## src/rtl/seg7_display.sv

```systemverilog
// ----------------------------------------------------------------------------
// seg7_display
//   Memory-mapped output peripheral for an 8-digit, common-anode 7-segment
//   display. The CPU writes 32 bits of hex data and an 8-bit digit-enable mask
//   over the IO bus. A free-running scan counter time-multiplexes the digits,
//   and each nibble is decoded to active-low segments.
//
// Parameters
//   SCAN_DIV   clock cycles each digit stays lit before the scan advances (>= 2)
//
// Ports
//   clock       in   1   system clock, rising-edge active
//   reset       in   1   asynchronous, active-high reset
//   SegCtrl     in   1   chip select from the IO address decoder
//   ioWrite     in   1   bus write strobe (write when SegCtrl && ioWrite)
//   seg_addr    in   2   0=data[15:0], 1=data[31:16], 2=mask[7:0], 3=reserved
//   write_data  in   16  bus write data ([7:0] only for the mask)
//   write_ack   out  1   one-cycle pulse after every accepted write
//   seg_out     out  8   active-low segments, bit0=a .. bit6=g, bit7=dp
//   seg_en      out  8   active-low digit enables, bit i = digit i
//
// Configuration
//   SEG_BLANK_LEADING_ZERO_EN  when defined, digits above the most significant
//                              non-zero nibble are blanked (digit 0 never is).
// ----------------------------------------------------------------------------
module seg7_display #(
  parameter int SCAN_DIV = 100000
) (
  input  logic        clock,
  input  logic        reset,
  input  logic        SegCtrl,
  input  logic        ioWrite,
  input  logic [1:0]  seg_addr,
  input  logic [15:0] write_data,
  output logic        write_ack,
  output logic [7:0]  seg_out,
  output logic [7:0]  seg_en
);

  localparam int             CNT_W   = $clog2(SCAN_DIV);
  localparam logic [CNT_W-1:0] CNT_MAX = CNT_W'(SCAN_DIV - 1);

  // Hex nibble to active-low {g..a}; dp stays off (bit7 = 1).
  function automatic logic [7:0] hex_to_seg(input logic [3:0] nib);
    logic [7:0] seg;
    case (nib)
      4'h0:    seg = 8'hC0;
      4'h1:    seg = 8'hF9;
      4'h2:    seg = 8'hA4;
      4'h3:    seg = 8'hB0;
      4'h4:    seg = 8'h99;
      4'h5:    seg = 8'h92;
      4'h6:    seg = 8'h82;
      4'h7:    seg = 8'hF8;
      4'h8:    seg = 8'h80;
      4'h9:    seg = 8'h90;
      4'hA:    seg = 8'h88;
      4'hB:    seg = 8'h83;
      4'hC:    seg = 8'hC6;
      4'hD:    seg = 8'hA1;
      4'hE:    seg = 8'h86;
      4'hF:    seg = 8'h8E;
      default: seg = 8'hFF;
    endcase
    return seg;
  endfunction

  logic [31:0]      data_r;
  logic [7:0]       mask_r;
  logic [2:0]       idx_r;
  logic [CNT_W-1:0] cnt_r;
  logic [7:0]       seg_out_r;
  logic [7:0]       seg_en_r;
  logic             write_ack_r;

  logic             wr_en_s;
  logic             scan_wrap_s;
  logic [3:0]       nibble_s;
  logic             lz_blank_s;
  logic             shown_s;
  logic [7:0]       seg_out_nxt_s;
  logic [7:0]       seg_en_nxt_s;

  // Bus decode, scan wrap detection and next-cycle display values.
  always_comb begin
    wr_en_s     = SegCtrl && ioWrite;
    scan_wrap_s = (cnt_r == CNT_MAX);
    nibble_s    = data_r[{idx_r, 2'b00} +: 4];
`ifdef SEG_BLANK_LEADING_ZERO_EN
    // A digit is a leading zero when it and every higher nibble are zero.
    if (idx_r != 3'd0) begin
      lz_blank_s = ((data_r >> {idx_r, 2'b00}) == 32'd0);
    end else begin
      lz_blank_s = 1'b0;
    end
`else
    lz_blank_s  = 1'b0;
`endif
    shown_s = mask_r[idx_r] && !lz_blank_s;
    if (shown_s) begin
      seg_en_nxt_s  = ~(8'd1 << idx_r);
      seg_out_nxt_s = hex_to_seg(nibble_s);
    end else begin
      seg_en_nxt_s  = 8'hFF;
      seg_out_nxt_s = 8'hFF;
    end
  end

  // Register file: data halves and mask; address 3 is acknowledged but inert.
  always_ff @(posedge clock or posedge reset) begin
    if (reset) begin
      data_r <= 32'h0000_0000;
      mask_r <= 8'hFF;
    end else if (wr_en_s) begin
      case (seg_addr)
        2'd0:    data_r[15:0]  <= write_data;
        2'd1:    data_r[31:16] <= write_data;
        2'd2:    mask_r        <= write_data[7:0];
        default: ;
      endcase
    end else begin
      data_r <= data_r;
      mask_r <= mask_r;
    end
  end

  // Free-running scan: count 0..SCAN_DIV-1, advance digit index on wrap.
  always_ff @(posedge clock or posedge reset) begin
    if (reset) begin
      cnt_r <= '0;
      idx_r <= 3'd0;
    end else if (scan_wrap_s) begin
      cnt_r <= '0;
      idx_r <= idx_r + 3'd1;
    end else begin
      cnt_r <= cnt_r + CNT_W'(1);
      idx_r <= idx_r;
    end
  end

  // Registered outputs, built from the pre-edge index, data and mask.
  always_ff @(posedge clock or posedge reset) begin
    if (reset) begin
      seg_out_r   <= 8'hFF;
      seg_en_r    <= 8'hFF;
      write_ack_r <= 1'b0;
    end else begin
      seg_out_r   <= seg_out_nxt_s;
      seg_en_r    <= seg_en_nxt_s;
      write_ack_r <= wr_en_s;
    end
  end

  assign seg_out   = seg_out_r;
  assign seg_en    = seg_en_r;
  assign write_ack = write_ack_r;

endmodule
```

## config.mk

```make
export PLATFORM = sky130hd
export DESIGN_NAME = seg7_display
export DESIGN_NICKNAME = d
export VERILOG_FILES = /design/src/rtl/seg7_display.sv
export SDC_FILE = /design/constraint.sdc
export NUM_CORES = 1
export LEC_CHECK = 0
export ABC_AREA = 1
export CORE_MARGIN = 5
export CORE_UTILIZATION = 52
export DETAILED_ROUTE_END_ITERATION = 8
export HOLD_SLACK_MARGIN = 0.08
export PLACE_DENSITY = 0.83
export RECOVER_POWER = 50
export SYNTH_ARGS = -nofsm -noshare
export SYNTH_HDL_FRONTEND = slang
export SYNTH_SLANG_ARGS = --single-unit
```

## constraint.sdc

```tcl
create_clock -name clock -period 2.25 [get_ports clock]
set_clock_uncertainty 0.05 [all_clocks]
set_input_delay 0.45 -clock clock [delete_from_list [all_inputs] [get_ports clock]]
set_output_delay 0.45 -clock clock [all_outputs]
set_load 0.005 [all_outputs]
```

==> After elaboration in Yosys (flattened, before gate mapping) <==
Memories as Yosys holds them, arrays and structs flattened.
Index checks and enable logic that the tools add are counted.
W data, S select, Z words.
{ "word_totals": {"register_bits": 77, "rom_bits": 112, "word_cells": 28, "memories": 1} }
{ "classes": {"add_sub_neg": 2, "magnitude_cmp": 1, "eq_ne": 3, "shift": 2, "muxes": 5, "bitwise_logic": 1, "reduce_logical": 5} }
{ "mem_list": {"columns": ["name", "depth", "word_bits", "read_ports", "rd_ports_with_merged_regs", "wr", "line_no", "source"], "rows": [
  ["(name not given)", 16, 7, 1, 0, 0, "46", "case (nib)"]
]} }
{ "ops": {"columns": ["op", "count"], "rows": [
  ["$shiftx A32 B6 Y4", 1],
  ["$add A17 B1 Y17 const B", 1],
  ["$eq A17 B17 Y1 const B", 1],
  ["$mux W17", 1],
  ["$mux W8", 2],
  ["$not A8 Y8", 1],
  ["$shl A1 B3 Y8 const A", 1],
  ["$reduce_and A2 Y1", 3],
  ["$lt A3 B4 Y1 const B", 1],
  ["$add A3 B1 Y3 const B", 1],
  ["$bmux W1 S3", 1],
  ["$eq A2 B1 Y1 const B", 1],
  ["$eq A2 B2 Y1 const B", 1],
  ["$logic_not A2 Y1", 1],
  ["$logic_and A1 B1 Y1", 1],
  ["$mux W1", 1]
]} }

==> Depth between registers and ports, before layout <==
{ "logic_depth": {"depth_word": 3, "depth_mapped": 13, "ltp_nobuf": 12} }

==> Least setup slack after synthesis <==
Ideal clock, no wire load.
{ "synth_timing": {"path_kind": "reg2reg", "startpoint": "reg idx_r[0]", "endpoint": "reg seg_out_r[5] (netlist: seg_out[5])", "setup_time_ns": 0.083, "t_arrival_ns": 1.575, "required_time_ns": 2.117, "path_slack_ns": 0.542, "path_stages_with_launch": 13, "period_less_slack_ns": 1.708, "cell_sequence": "dfrtp_1 inv_2 buf_6 nand2_1 nand3_1 nand2_1 o21ai_2 inv_1 ha_1 nand3_1 nand2_1 nand2_1 nand3_1"} }
{ "synth_via": {"elab_chain_len": 3, "elab_cells_between_ends": 5, "classes_between": "shift: 1; mux: 3; memory: 1"} }
{ "synth_rtl": {"columns": ["item", "line_no", "source"], "rows": [
  ["from (decl)", "70", "logic [2:0] idx_r;"],
  ["from (signal assigned)", "134", "idx_r <= idx_r + 3'd1;"],
  ["from (signal assigned)", "137", "idx_r <= idx_r;"],
  ["$shiftx A32 B6 Y4 or $bmux W1 S3 (tied branches)", "88, 99", null],
  ["$mem_v2 Z16 W7 or $mux W1 (tied branches)", null, null],
  ["$mux W8 *", "100", "if (shown_s) begin"],
  ["named net seg_out_nxt_s[5]", "81", "logic [7:0] seg_out_nxt_s;"],
  ["to (signal assigned)", "148", "seg_out_r <= seg_out_nxt_s;"],
  ["to (decl)", "72", "logic [7:0] seg_out_r;"]
]} }
Mark *: on every way through the listed nets, which the timed path passes. The rest lies on a longest branch. The select of a mux whose other input is x is not followed.
A chain may end at the register's enable or synchronous reset.

==> Worst setup path after layout <==
{ "layout_timing": {"startpoint": "reg idx_r[0]", "endpoint": "reg seg_out_r[0] (netlist: seg_out[0])"} }
Same word-level chain as after synthesis.

==> summary.txt <==
Outcome
  • Outcome: finished clean

Clock tree
  • Clock tree buffer depth: 2
  • PostCTS Resize Cnt: 0
  • Number of clock sinks: 76
  • Clock buffers created by TritonCTS: 9
  • Count of buffers added by post-CTS timing repair for setup: 0
  • Number of buffers inserted for hold repair after clock tree synthesis: 0
  • H-tree levels: 3
  • TritonCTS clock tree: yes
  • Latest clock arrival within the worst-skew pair: 0.35 ns
  • Buffer cell driving the clock tree root: sky130_fd_sc_hd__clkbuf_8
  • Clock Pin Slew Worst Setup and Hold Paths: 0.07 ns

Yosys
  • Netlist Area Pre-Place: 3940 µm²
  • Number of warnings issued by yosys: 0
  • Ys flop type: sky130_fd_sc_hd__dfrtp_1
  • Gate count after technology mapping: between 400 and 500
  • Avg Cell Area, Syn: 8.28 µm²
  • Netlist cell types: 32
  • Number of flip-flops and latches in the synthesized netlist: 76
  • Post-synth EDFFs: 0
  • Syn Nets: 511
  • Sequential cell area fraction in the yosys report: 0.490
  • Share of synthesized flip-flops with an asynchronous set or reset: 1.00

Pwr
  • Switching power as a share of total power: 0.288
  • Combinational group share of total power: 0.190
  • Portion of total power attributed to sequential cells: 0.532
  • Leak pwr: 2.24 nW
  • Clock power frac: 0.278
  • Worst IR Drop VDD: 0.303 mV
  • Total internal power: 2.23 mW
  • Switching Power: 901 µW
  • Power Dens Cells: ~690 nW/µm²

Worst setup path
  • Cells along the critical path: buf_4 -> nand2_1 -> nand2_1 -> nand2_1 -> nand3_1 -> nand2_1 -> inv_1 -> ha_1 -> inv_1 -> nand3_1 -> nand3_1 -> nand3_1
  • Largest fanout of any net on the critical path: 10
  • Worst reg2reg setup slack: 0.36 ns
  • Endpoint kind of the worst setup timing path: flip-flop
  • Maximum single-stage delay on the critical path: 0.44 ns
  • Critical-path top delay cell: sky130_fd_sc_hd__dfrtp_1
  • Arr. time, crit path: 2.11 ns
  • Worst setup path category: flip-flop to flip-flop
  • Critical path data required time: 2.47 ns
  • Critical Path Start Type: flip-flop

Final layout
  • Ant. Diodes: 0
  • Layout-stage area growth over the synthesis result: 15.7%
  • Share of the core filled with cells: 0.622
  • Fraction of layout instances using a drive strength above 1: 0.136
  • Post-layout net count: 553

Global route
  • Via count of the first global-routing pass: about 3000
  • Number of antenna violations at the first check in global routing: 0
  • Maximum number of pins on one net before global-route repair: 77
  • GRT overflow: 0
  • Global-route wire length before repair: 14100 µm
  • All-layer global routing usage: 0.183

Job
  • Reported max-cap violation count: 0

Placement
  • Buffers on Ports: 37
  • Detailed-placement wirelength estimate: 6030 µm
  • Final weighted congestion in routability-driven placement: 0.960

Floorplanning
  • Area of the core: 7330 µm²
  • I/O Pins: 39
  • Effective utilization at floorplan: 0.538
  • Chip height: 97.1 µm
  • Die X-Extent: 97.1 µm
  • Rows: 31
  • Die outline area: 9420 µm²

Timing
  • Slew headroom: 0.342
  • Max Fclk: 0.530 GHz
  • Final Hold Vio Count: 0
  • Setup Viol. Count Final: 0
  • Setup repair after global routing missed its margin: no
  • Final worst path period need: 1.89 ns
  • Final setup TNS: 0 ns
  • Worst slew pin tran: slightly below 1 ns
  • Period utilization: 0.839
  • Pins Over Slew Limit: 0

Worst hold path
  • Path type of the worst min-delay path: flip-flop to flip-flop

Route
  • Routed Wire Length: 8100 µm
  • Total number of vias: between 3000 and 4000
  • Drt pass-1 iters: 6
  • Routed vias/inst: 4.98
  • DRT iter0 DRCs: ~270
  • WL/cell: about 13 µm
  • Residual DRC: 0
  • Number of nets with antenna violations after detailed routing: 0
-- per-layer routing --
metal | vias to the layer above | routed length [µm] | track usage
li1 | 1562 | - | -
met4 | 0 | 222 | 0.0788
met1 | 1431 | 3660 | 0.248
met5 | - | 0 | 0
met3 | 17 | 439 | 0.0416
met2 | 86 | 3780 | 0.282
-- power groups by stage --
stage                     Combinational, mW  Clock [mW]  Sequential [mW]
after global routing                  0.687       0.959             1.68
after global placement                0.585           0             1.68
after detailed placement              0.599           0             1.69
after floorplan                       0.388           0             1.66
final                                 0.594       0.870             1.67
after CTS                             0.603       0.896             1.67
-- layout by cell type, fill, tap and decap left out, types with 5 or more instances in the layout --
cell,instances
sky130_fd_sc_hd__nand2_1,128
sky130_fd_sc_hd__inv_1,68
sky130_fd_sc_hd__dfrtp_1,53
sky130_fd_sc_hd__nand3_1,42
sky130_fd_sc_hd__o21ai_0,42
sky130_fd_sc_hd__nor2_1,35
sky130_fd_sc_hd__clkdlybuf4s50_1,35
sky130_fd_sc_hd__dfstp_2,23
sky130_fd_sc_hd__ha_1,13
sky130_fd_sc_hd__xor2_1,12
sky130_fd_sc_hd__clkbuf_8,9
sky130_fd_sc_hd__buf_4,7
sky130_fd_sc_hd__nand4_1,5
sky130_fd_sc_hd__nand2_2,5
sky130_fd_sc_hd__o21ai_1,5
sky130_fd_sc_hd__nand3_2,5
-- flip-flops by register name (all words and copies together) (netlist names) --
name       flops
data_r        32
cnt_r         17
mask_r         8
seg_en         8
seg_out        7
idx_r          3
write_ack      1
-- critical path, delay by kind of cell (launching register included) --
family	cells	cell delay [ns]
buf+inv	3	0.42
fa+ha+maj	1	0.25
simple gates	8	0.66
flops	1	0.44
-- kinds of logic after synthesis --
logic type               synth area share
adder cells (fa/ha/maj)            0.0413
XOR/XNOR                           0.0289
other                            0.000951
flip-flops                          0.490
AND/OR/NAND/NOR                     0.275
buffers and inverters              0.0940
AO/OA/AOI/OAI                      0.0705
-- path summary, 6_finish.rpt --
check	start	cells after the start	endpoint
max in group asynchronous	reset	3	data_r[6]
setup reg to reg	idx_r[0]	12	seg_out[0]
hold / removal	cnt_r[0]	1	cnt_r[0]
setup / recovery	idx_r[0]	12	seg_out[0]
min in group asynchronous	reset	3	data_r[23]
hold reg to reg	cnt_r[0]	1	cnt_r[0]
-- cell type report --
| cell class | count | area [µm²] |
|---|---|---|
| Sequential cell | 76 | 1930 |
| Tap cell | 99 | 124 |
| Multi-Input combinational cell | 311 | 1630 |
| Inverter | 74 | 282 |
| Timing Repair Buffer | 46 | 435 |
| Clock buffer | 13 | 139 |
| Clock inverter | 3 | 17.5 |
| Fill cell | 601 | 2770 |
-- per-stage QoR --
step / total power [mW] / hold WS (ns) / worst slack, ns / instances / area [µm²]
global route: 3.33 / 0.451 / 0.166 / 622 / 4560
finish: 3.13 / 0.407 / 0.363 / 622 / 4560
detailed placement: 2.29 / 0.402 / 0.257 / 606 / 4430
global placement: 2.27 / 0.395 / 0.351 / 606 / 4430
CTS: 3.16 / 0.411 / 0.361 / 622 / 4580
floorplan: 2.05 / 0.383 / 0.542 / 476 / 3950
-- cells in the mapped netlist (2+ instances only) --
library cell	n	share of area
sky130_fd_sc_hd__buf_2	2	0.0025
sky130_fd_sc_hd__buf_4	3	0.0057
sky130_fd_sc_hd__buf_6	3	0.0086
sky130_fd_sc_hd__clkbuf_1	7	0.0067
sky130_fd_sc_hd__dfrtp_1	53	0.34
sky130_fd_sc_hd__dfstp_2	23	0.15
sky130_fd_sc_hd__ha_1	13	0.041
sky130_fd_sc_hd__inv_1	69	0.066
sky130_fd_sc_hd__inv_2	4	0.0038
sky130_fd_sc_hd__nand2_1	128	0.12
sky130_fd_sc_hd__nand2_2	5	0.0079
sky130_fd_sc_hd__nand2_4	2	0.0057
sky130_fd_sc_hd__nand3_1	42	0.053
sky130_fd_sc_hd__nand3_2	5	0.013
sky130_fd_sc_hd__nand3_4	2	0.0089
sky130_fd_sc_hd__nand3b_1	2	0.0038
sky130_fd_sc_hd__nand4_1	5	0.0079
sky130_fd_sc_hd__nor2_1	34	0.032
sky130_fd_sc_hd__nor3_1	3	0.0038
sky130_fd_sc_hd__o21ai_0	42	0.053
sky130_fd_sc_hd__o21ai_1	5	0.0063
sky130_fd_sc_hd__o21ai_2	3	0.0067
sky130_fd_sc_hd__xor2_1	12	0.027
(Power assumes the default switching activity.)
